File: config.mk
export PLATFORM = sky130hd
export DESIGN_NAME = control_sequencer
export DESIGN_NICKNAME = d
export VERILOG_FILES = /design/src/rtl/control_sequencer.sv
export SDC_FILE = /design/constraint.sdc
export NUM_CORES = 1
export LEC_CHECK = 0
export BUFFER_PORTS_ARGS = -buffer_cell sky130_fd_sc_hd__buf_4
export CAP_MARGIN = 15
export CORE_MARGIN = 2
export CORE_UTILIZATION = 35
export DETAILED_ROUTE_END_ITERATION = 8
export PLACE_DENSITY = 0.75
export SLEW_MARGIN = 15
export SYNTH_ARGS = -nofsm -noshare
export SYNTH_HDL_FRONTEND = slang
export SYNTH_SLANG_ARGS = --single-unit
File: constraint.sdc
create_clock -name clock -period 1.3 [get_ports clock]
set_input_delay 0.065 -clock clock [delete_from_list [all_inputs] [get_ports clock]]
set_output_delay 0.065 -clock clock [all_outputs]
set_load 0.02 [all_outputs]
File: src/rtl/control_sequencer.sv
// Multi-cycle control unit: fetch (T0-T2), opcode-dependent execute (T3-T6), HALT on request.
// Outputs decode combinationally from the state register and ir; stop is sampled only when leaving a final step.
module control_sequencer (
    input  logic        clock,
    input  logic        clear,
    input  logic [31:0] ir,
    input  logic        stop,
    output logic        PCout,
    output logic        PCin,
    output logic        IncPC,
    output logic        MARin,
    output logic        Zin,
    output logic        Zlowout,
    output logic        Zhighout,
    output logic        Read,
    output logic        MDRin,
    output logic        MDRout,
    output logic        IRin,
    output logic        Yin,
    output logic        LOin,
    output logic        HIin,
    output logic        Gra,
    output logic        Grb,
    output logic        Grc,
    output logic        Rin,
    output logic        Rout,
    output logic [3:0]  alu_op,
    output logic        run
);

    typedef enum logic [3:0] {
        S_RST, S_T0, S_T1, S_T2, S_T3, S_T4, S_T5, S_T6, S_HALT
    } state_t;

    typedef enum logic [2:0] {
        C_NOP, C_ALU2, C_MULDIV, C_UNARY, C_HALT
    } op_class_t;

    state_t     state_q;
    state_t     state_d;
    state_t     after_final;
    op_class_t  op_class;
    logic [3:0] op_alu;
    logic [4:0] opcode;

    assign opcode = ir[31:27];

    // Where a completed instruction goes next; stop matters nowhere else.
    assign after_final = stop ? S_HALT : S_T0;

    always_ff @(posedge clock or posedge clear) begin
        if (clear) begin
            state_q <= S_RST;
        end else begin
            state_q <= state_d;
        end
    end

    always_comb begin
        op_class = C_NOP;
        op_alu   = 4'b0000;
        case (opcode)
            5'b00011: begin op_class = C_ALU2;   op_alu = 4'b0001; end
            5'b00100: begin op_class = C_ALU2;   op_alu = 4'b0010; end
            5'b00101: begin op_class = C_ALU2;   op_alu = 4'b0011; end
            5'b00110: begin op_class = C_ALU2;   op_alu = 4'b0100; end
            5'b00111: begin op_class = C_ALU2;   op_alu = 4'b0101; end
            5'b01000: begin op_class = C_ALU2;   op_alu = 4'b0110; end
            5'b01001: begin op_class = C_ALU2;   op_alu = 4'b0111; end
            5'b01010: begin op_class = C_ALU2;   op_alu = 4'b1000; end
            5'b01111: begin op_class = C_MULDIV; op_alu = 4'b1001; end
            5'b10000: begin op_class = C_MULDIV; op_alu = 4'b1010; end
            5'b10001: begin op_class = C_UNARY;  op_alu = 4'b1011; end
            5'b10010: begin op_class = C_UNARY;  op_alu = 4'b1100; end
            5'b11011: begin op_class = C_HALT;   op_alu = 4'b0000; end
            default:  begin op_class = C_NOP;    op_alu = 4'b0000; end
        endcase
    end

    always_comb begin
        state_d  = state_q;
        PCout    = 1'b0;
        PCin     = 1'b0;
        IncPC    = 1'b0;
        MARin    = 1'b0;
        Zin      = 1'b0;
        Zlowout  = 1'b0;
        Zhighout = 1'b0;
        Read     = 1'b0;
        MDRin    = 1'b0;
        MDRout   = 1'b0;
        IRin     = 1'b0;
        Yin      = 1'b0;
        LOin     = 1'b0;
        HIin     = 1'b0;
        Gra      = 1'b0;
        Grb      = 1'b0;
        Grc      = 1'b0;
        Rin      = 1'b0;
        Rout     = 1'b0;
        alu_op   = 4'b0000;
        run      = 1'b1;

        case (state_q)
            S_RST: begin
                state_d = S_T0;
            end
            S_T0: begin
                PCout   = 1'b1;
                MARin   = 1'b1;
                IncPC   = 1'b1;
                Zin     = 1'b1;
                state_d = S_T1;
            end
            S_T1: begin
                Zlowout = 1'b1;
                PCin    = 1'b1;
                Read    = 1'b1;
                MDRin   = 1'b1;
                state_d = S_T2;
            end
            S_T2: begin
                MDRout  = 1'b1;
                IRin    = 1'b1;
                state_d = S_T3;
            end
            S_T3: begin
                case (op_class)
                    C_ALU2, C_MULDIV: begin
                        Grb     = 1'b1;
                        Rout    = 1'b1;
                        Yin     = 1'b1;
                        state_d = S_T4;
                    end
                    C_UNARY: begin
                        Grb     = 1'b1;
                        Rout    = 1'b1;
                        Zin     = 1'b1;
                        alu_op  = op_alu;
                        state_d = S_T4;
                    end
                    C_HALT:  state_d = S_HALT;
                    default: state_d = after_final;
                endcase
            end
            S_T4: begin
                case (op_class)
                    C_ALU2, C_MULDIV: begin
                        Grc     = 1'b1;
                        Rout    = 1'b1;
                        Zin     = 1'b1;
                        alu_op  = op_alu;
                        state_d = S_T5;
                    end
                    C_UNARY: begin
                        Zlowout = 1'b1;
                        Gra     = 1'b1;
                        Rin     = 1'b1;
                        state_d = after_final;
                    end
                    // ir changed under an instruction; restart fetch rather than wander.
                    default: state_d = S_T0;
                endcase
            end
            S_T5: begin
                Zlowout = 1'b1;
                if (op_class == C_MULDIV) begin
                    LOin    = 1'b1;
                    state_d = S_T6;
                end else begin
                    Gra     = 1'b1;
                    Rin     = 1'b1;
                    state_d = after_final;
                end
            end
            S_T6: begin
                Zhighout = 1'b1;
                HIin     = 1'b1;
                state_d  = after_final;
            end
            S_HALT: begin
                run     = 1'b0;
                state_d = S_HALT;
            end
            default: state_d = S_RST;
        endcase
    end

    bus_single_driver: assert property (@(posedge clock) disable iff (clear)
        $onehot0({PCout, Zlowout, Zhighout, MDRout, Rout}));

endmodule

==> impl_metrics.ini, run 1 <==
[outcome]
outcome = did not finish
lastStage = global routing
firstError = [ERROR DPL-0038] Utilization greater than 100%, impossible to legalize

[yosys]
synth.net_count = 148
postSynth.asyncResetShare_pct = 100
ys_seq_elements = 4
ys_seq_area_share_pct = 13.1
synthTopCellsByArea = dfrtp_1, nor2_1, buf_4
yosys_warnings = 0
yosysMostFrequentCell = nor2_1
synth_top_cell_area_share_pct = 13.1
yosysTopAreaCell = dfrtp_1
synth-edff-count = 0
netlist_area_um2 = 763
synth_common_cells = nor2_1, nor3_1, inv_1, a21oi_1, buf_4
synthCells = 109
synth.avg_cell_area_um2 = 7.00
yosysUniqueCellTypes = 40
synth_ff_type = dfrtp_1

[global_route]
grt_max_degree = 8

[placed_design]
place_hpwl_um = 2020
io_buffers = 31
place_inst = 188
place_congestion = 0.884

[clock_tree]
clock-sinks = 4
numCtsBuffers = 3
htree_levels = 1
cts_root_buffer = clkbuf_4
cts_buffer_depth = 2

[sta]
postGrtWorstEndpoint = alu_op[1]
worst_endpoint_kind = primary output

[die]
io_pins = 59
die_y_um = 50.7
initial_core_util_pct = 38.1
fp.dieW_um = 50.7
row_count = 16
[cells by family after synthesis]
kind of cell / after synthesis / synth area share [%]
buffers and inverters: 21 / 14.9
and+or+nand+nor: 53 / 40.0
AOI/OAI and AO/OA: 26 / 24.3
xor gates and xnor gates: 1 / 1.15
DFF: 4 / 13.1
adders and majority gates: 4 / 6.56
[repair_timing]
action,in CTS
setup endpoints to repair,27
hold buffers,1
endpoints found under the hold margin,4
gates resized for setup,68
buffers inserted,17
pin swaps,20
[through the flow]
stage	util, %	hold WS, ns	setup TNS [ns]	setup WS (ns)	area [µm²]
floorplan	-	-0.169	-0.762	-0.158	955
CTS	90.2	0.160	-4.37	-0.300	1810
global placement	69.4	-0.0428	-3.92	-0.348	1390
detailed placement	69.4	-0.0274	-4.31	-0.353	1390
==> run 2, diff against run 1 <==
--- a/config.mk
+++ b/config.mk
@@ -7,10 +7,10 @@
 export LEC_CHECK = 0
 export BUFFER_PORTS_ARGS = -buffer_cell sky130_fd_sc_hd__buf_4
 export CAP_MARGIN = 15
-export CORE_MARGIN = 2
-export CORE_UTILIZATION = 35
+export CORE_AREA = 2 2 63 65
 export DETAILED_ROUTE_END_ITERATION = 8
-export PLACE_DENSITY = 0.75
+export DIE_AREA = 0 0 65 67
+export PLACE_DENSITY_LB_ADDON = 0.15
 export SLEW_MARGIN = 15
 export SYNTH_ARGS = -nofsm -noshare
 export SYNTH_HDL_FRONTEND = slang
==> constraint.sdc (replaced) <==
create_clock -name clock -period 1.7 [get_ports clock]
set_input_delay 0.085 -clock clock [delete_from_list [all_inputs] [get_ports clock]]
set_output_delay 0.085 -clock clock [all_outputs]
set_load 0.02 [all_outputs]
==> run 2 against run 1 <==
Compared with the run above: the run now ends clean; synthesized cell count unchanged; area after synthesis unchanged.
==> impl_metrics.ini, run 2 <==
[global_route]
grt_overflow = 0
antenna_found_initial = 0
grt_pass1_wl_um = 3900
track_usage_pct = 11.2
grt_pass1_vias = 888
grt_max_degree = 14

[run]
cap_violations = 0

[final_layout]
synthToLayoutAreaGrowth_pct = 64.3
fill_cells = 400
layout_commonest_cell = buf_4
reg_top3 = state_q (4)
antenna_cells = 0
final_layout_size_suffix_gt1_share_pct = 50.3
stdcell_area_um2 = 1250
fin_nets = 192
final_cell_mix = buf_4, nor2_1, inv_1, nor3_1, a21oi_1
seq_area_um2 = 103
largest_register_ffs = 4
largest_register = state_q
final_util_pct = 34.8
multi_input_area_um2 = 627

[yosys]
synth_common_cells = nor2_1, nor3_1, inv_1, a21oi_1, buf_4
synth_ff_type = dfrtp_1
ys_seq_area_share_pct = 13.1
synth-edff-count = 0
synth.avg_cell_area_um2 = 7.00
yosysTopAreaCell = dfrtp_1
ys_seq_elements = 4
yosysUniqueCellTypes = 40
yosysMostFrequentCell = nor2_1
yosys_warnings = 0
synthCells = 109
postSynth.asyncResetShare_pct = 100
synthTopCellsByArea = dfrtp_1, nor2_1, buf_4
synth_top_cell_area_share_pct = 13.1
netlist_area_um2 = 763
synth.net_count = 148

[placed_design]
place_hpwl_um = 1860
post_dp_cell_area_um2 = 1100
dp_worst_setup_slack_ns = -0.0347
place_congestion = 0.760
io_buffers = 31

[clock_tree]
cts_buffer_depth = 2
clk_pin_slew_ns = 0.03
cts_root_buffer = clkbuf_8
clock_latency_ns = 0.21
numCtsBuffers = 3
htree_levels = 1
clock-sinks = 4
cts_tree = built

[die]
initial_core_util_pct = 21.2
row_count = 22
io_pins = 59
die_y_um = 67
core_um2 = 3610
fp.dieW_um = 65
die-area_um2 = 4360

[detailed_routing]
drtAntennaViolNets = 0
route.detailed.drc = 0
first_iter_violations = 33
first_pass_iters = 4
via_per_inst = 4.75
vias = 945
wirelength_um = 2380
wire_per_inst_um = 12.0

[hold_path]
holdCritPathClass = primary input to flop

[sta]
layout_setup_ws_ns = 0.0674
skew_ns = 0.00276
worst_slew_pin_slew_ns = 0.389
rsz0062_at_grt = yes
max_freq_mhz = 613
setup_violations = 0
drv_slew = 0
hold_violations = 0
relSlewSlack_pct = 73.8
period_needed_ns = 1.63
post-route-period-util_pct = 96.0

[critical_path]
start_kind = flop
critPathArrivalTime_ns = 1.55
endpoint_kind = output pin
crit_required_ns = 1.62
path_max_fanout = 8
path_class = flop to output pin

[pwr]
p_leak_nw = 0.562
powerDensity_nw_per_um2 = 1200
ir_drop_uv = 367

[outcome]
outcome = complete, no violations
==> run 2: cell counts after synthesis <==
No cell type changed its count.
==> run 2: area by class of cell <==
type,instances,area share [%]
Multi-Input combinational cell,84,50.0
Timing Repair Buffer,52,31.3
Sequential cell,4,8.18
Tap cell,48,4.79
Clock buffer,3,3.29
Inverter,8,2.40
==> run 2: cells by family after synthesis <==
kind of cell | after synthesis | synth area share (%)
fa+ha+maj | 4 | 6.56
flops | 4 | 13.1
compound gates | 26 | 24.3
xor+xnor | 1 | 1.15
simple gates | 53 | 40.0
buf+inv | 21 | 14.9
==> run 2: metal layers <==
layer	wire length, µm	vias to the layer above	global-route usage (%)
met2	1200	22	20.0
met5	0	-	0
met4	30	0	4.26
met1	1070	458	13.7
li1	-	463	-
met3	82	2	1.35
==> run 2: path summary, 6_finish.rpt <==
kind / startpoint / end / slack (ns) / cells past startpoint
min reg2reg: state_q[3] / state_q[2] / 0.64 / 2
max reg2reg: state_q[3] / state_q[3] / 0.27 / 4
min: stop / state_q[3] / 0.23 / 3
max: state_q[1] / run / 0.07 / 2
max in group asynchronous: clear / state_q[2] / 1.22 / 3
min in group asynchronous: clear / state_q[0] / 0.32 / 3
==> run 2: stage by stage <==
stage                     hold WS (ns)  TNS [ns]  std cells  power, mW
after floorplan                 -0.149         0        109      0.879
after global placement         -0.0268   -0.0617        190       1.21
after global routing             0.266   -0.0101        199       1.62
after CTS                        0.218         0        196       1.43
after detailed placement       -0.0240   -0.0392        190       1.22
final                            0.229         0        199       1.51
==> run 2: worst max-delay path, stage by stage (launching register included) <==
cell and delay, ns:
dfrtp_2 0.45, or4b_2 0.70, buf_4 0.18
==> run 2: where the power goes <==
part	internal, mW	total, mW	leakage (nW)	switching (mW)
Clock	0.150	0.194	0.0216	0.0440
Combinational	0.475	1.10	0.493	0.622
Sequential	0.142	0.215	0.0480	0.0731
Total	0.767	1.51	0.562	0.739
==> run 2: timing repair <==
| item | CTS | global route |
|---|---|---|
| gates resized for setup | 0 | 17 |
| hold buffers | 1 | 0 |
| setup endpoints to repair | 1 | 16 |
| pin swaps | 2 | 6 |
| buffers inserted | 2 | 3 |
| hold endpoints to repair | 4 | 0 |
No activity file was read; power rests on OpenSTA's default activity.
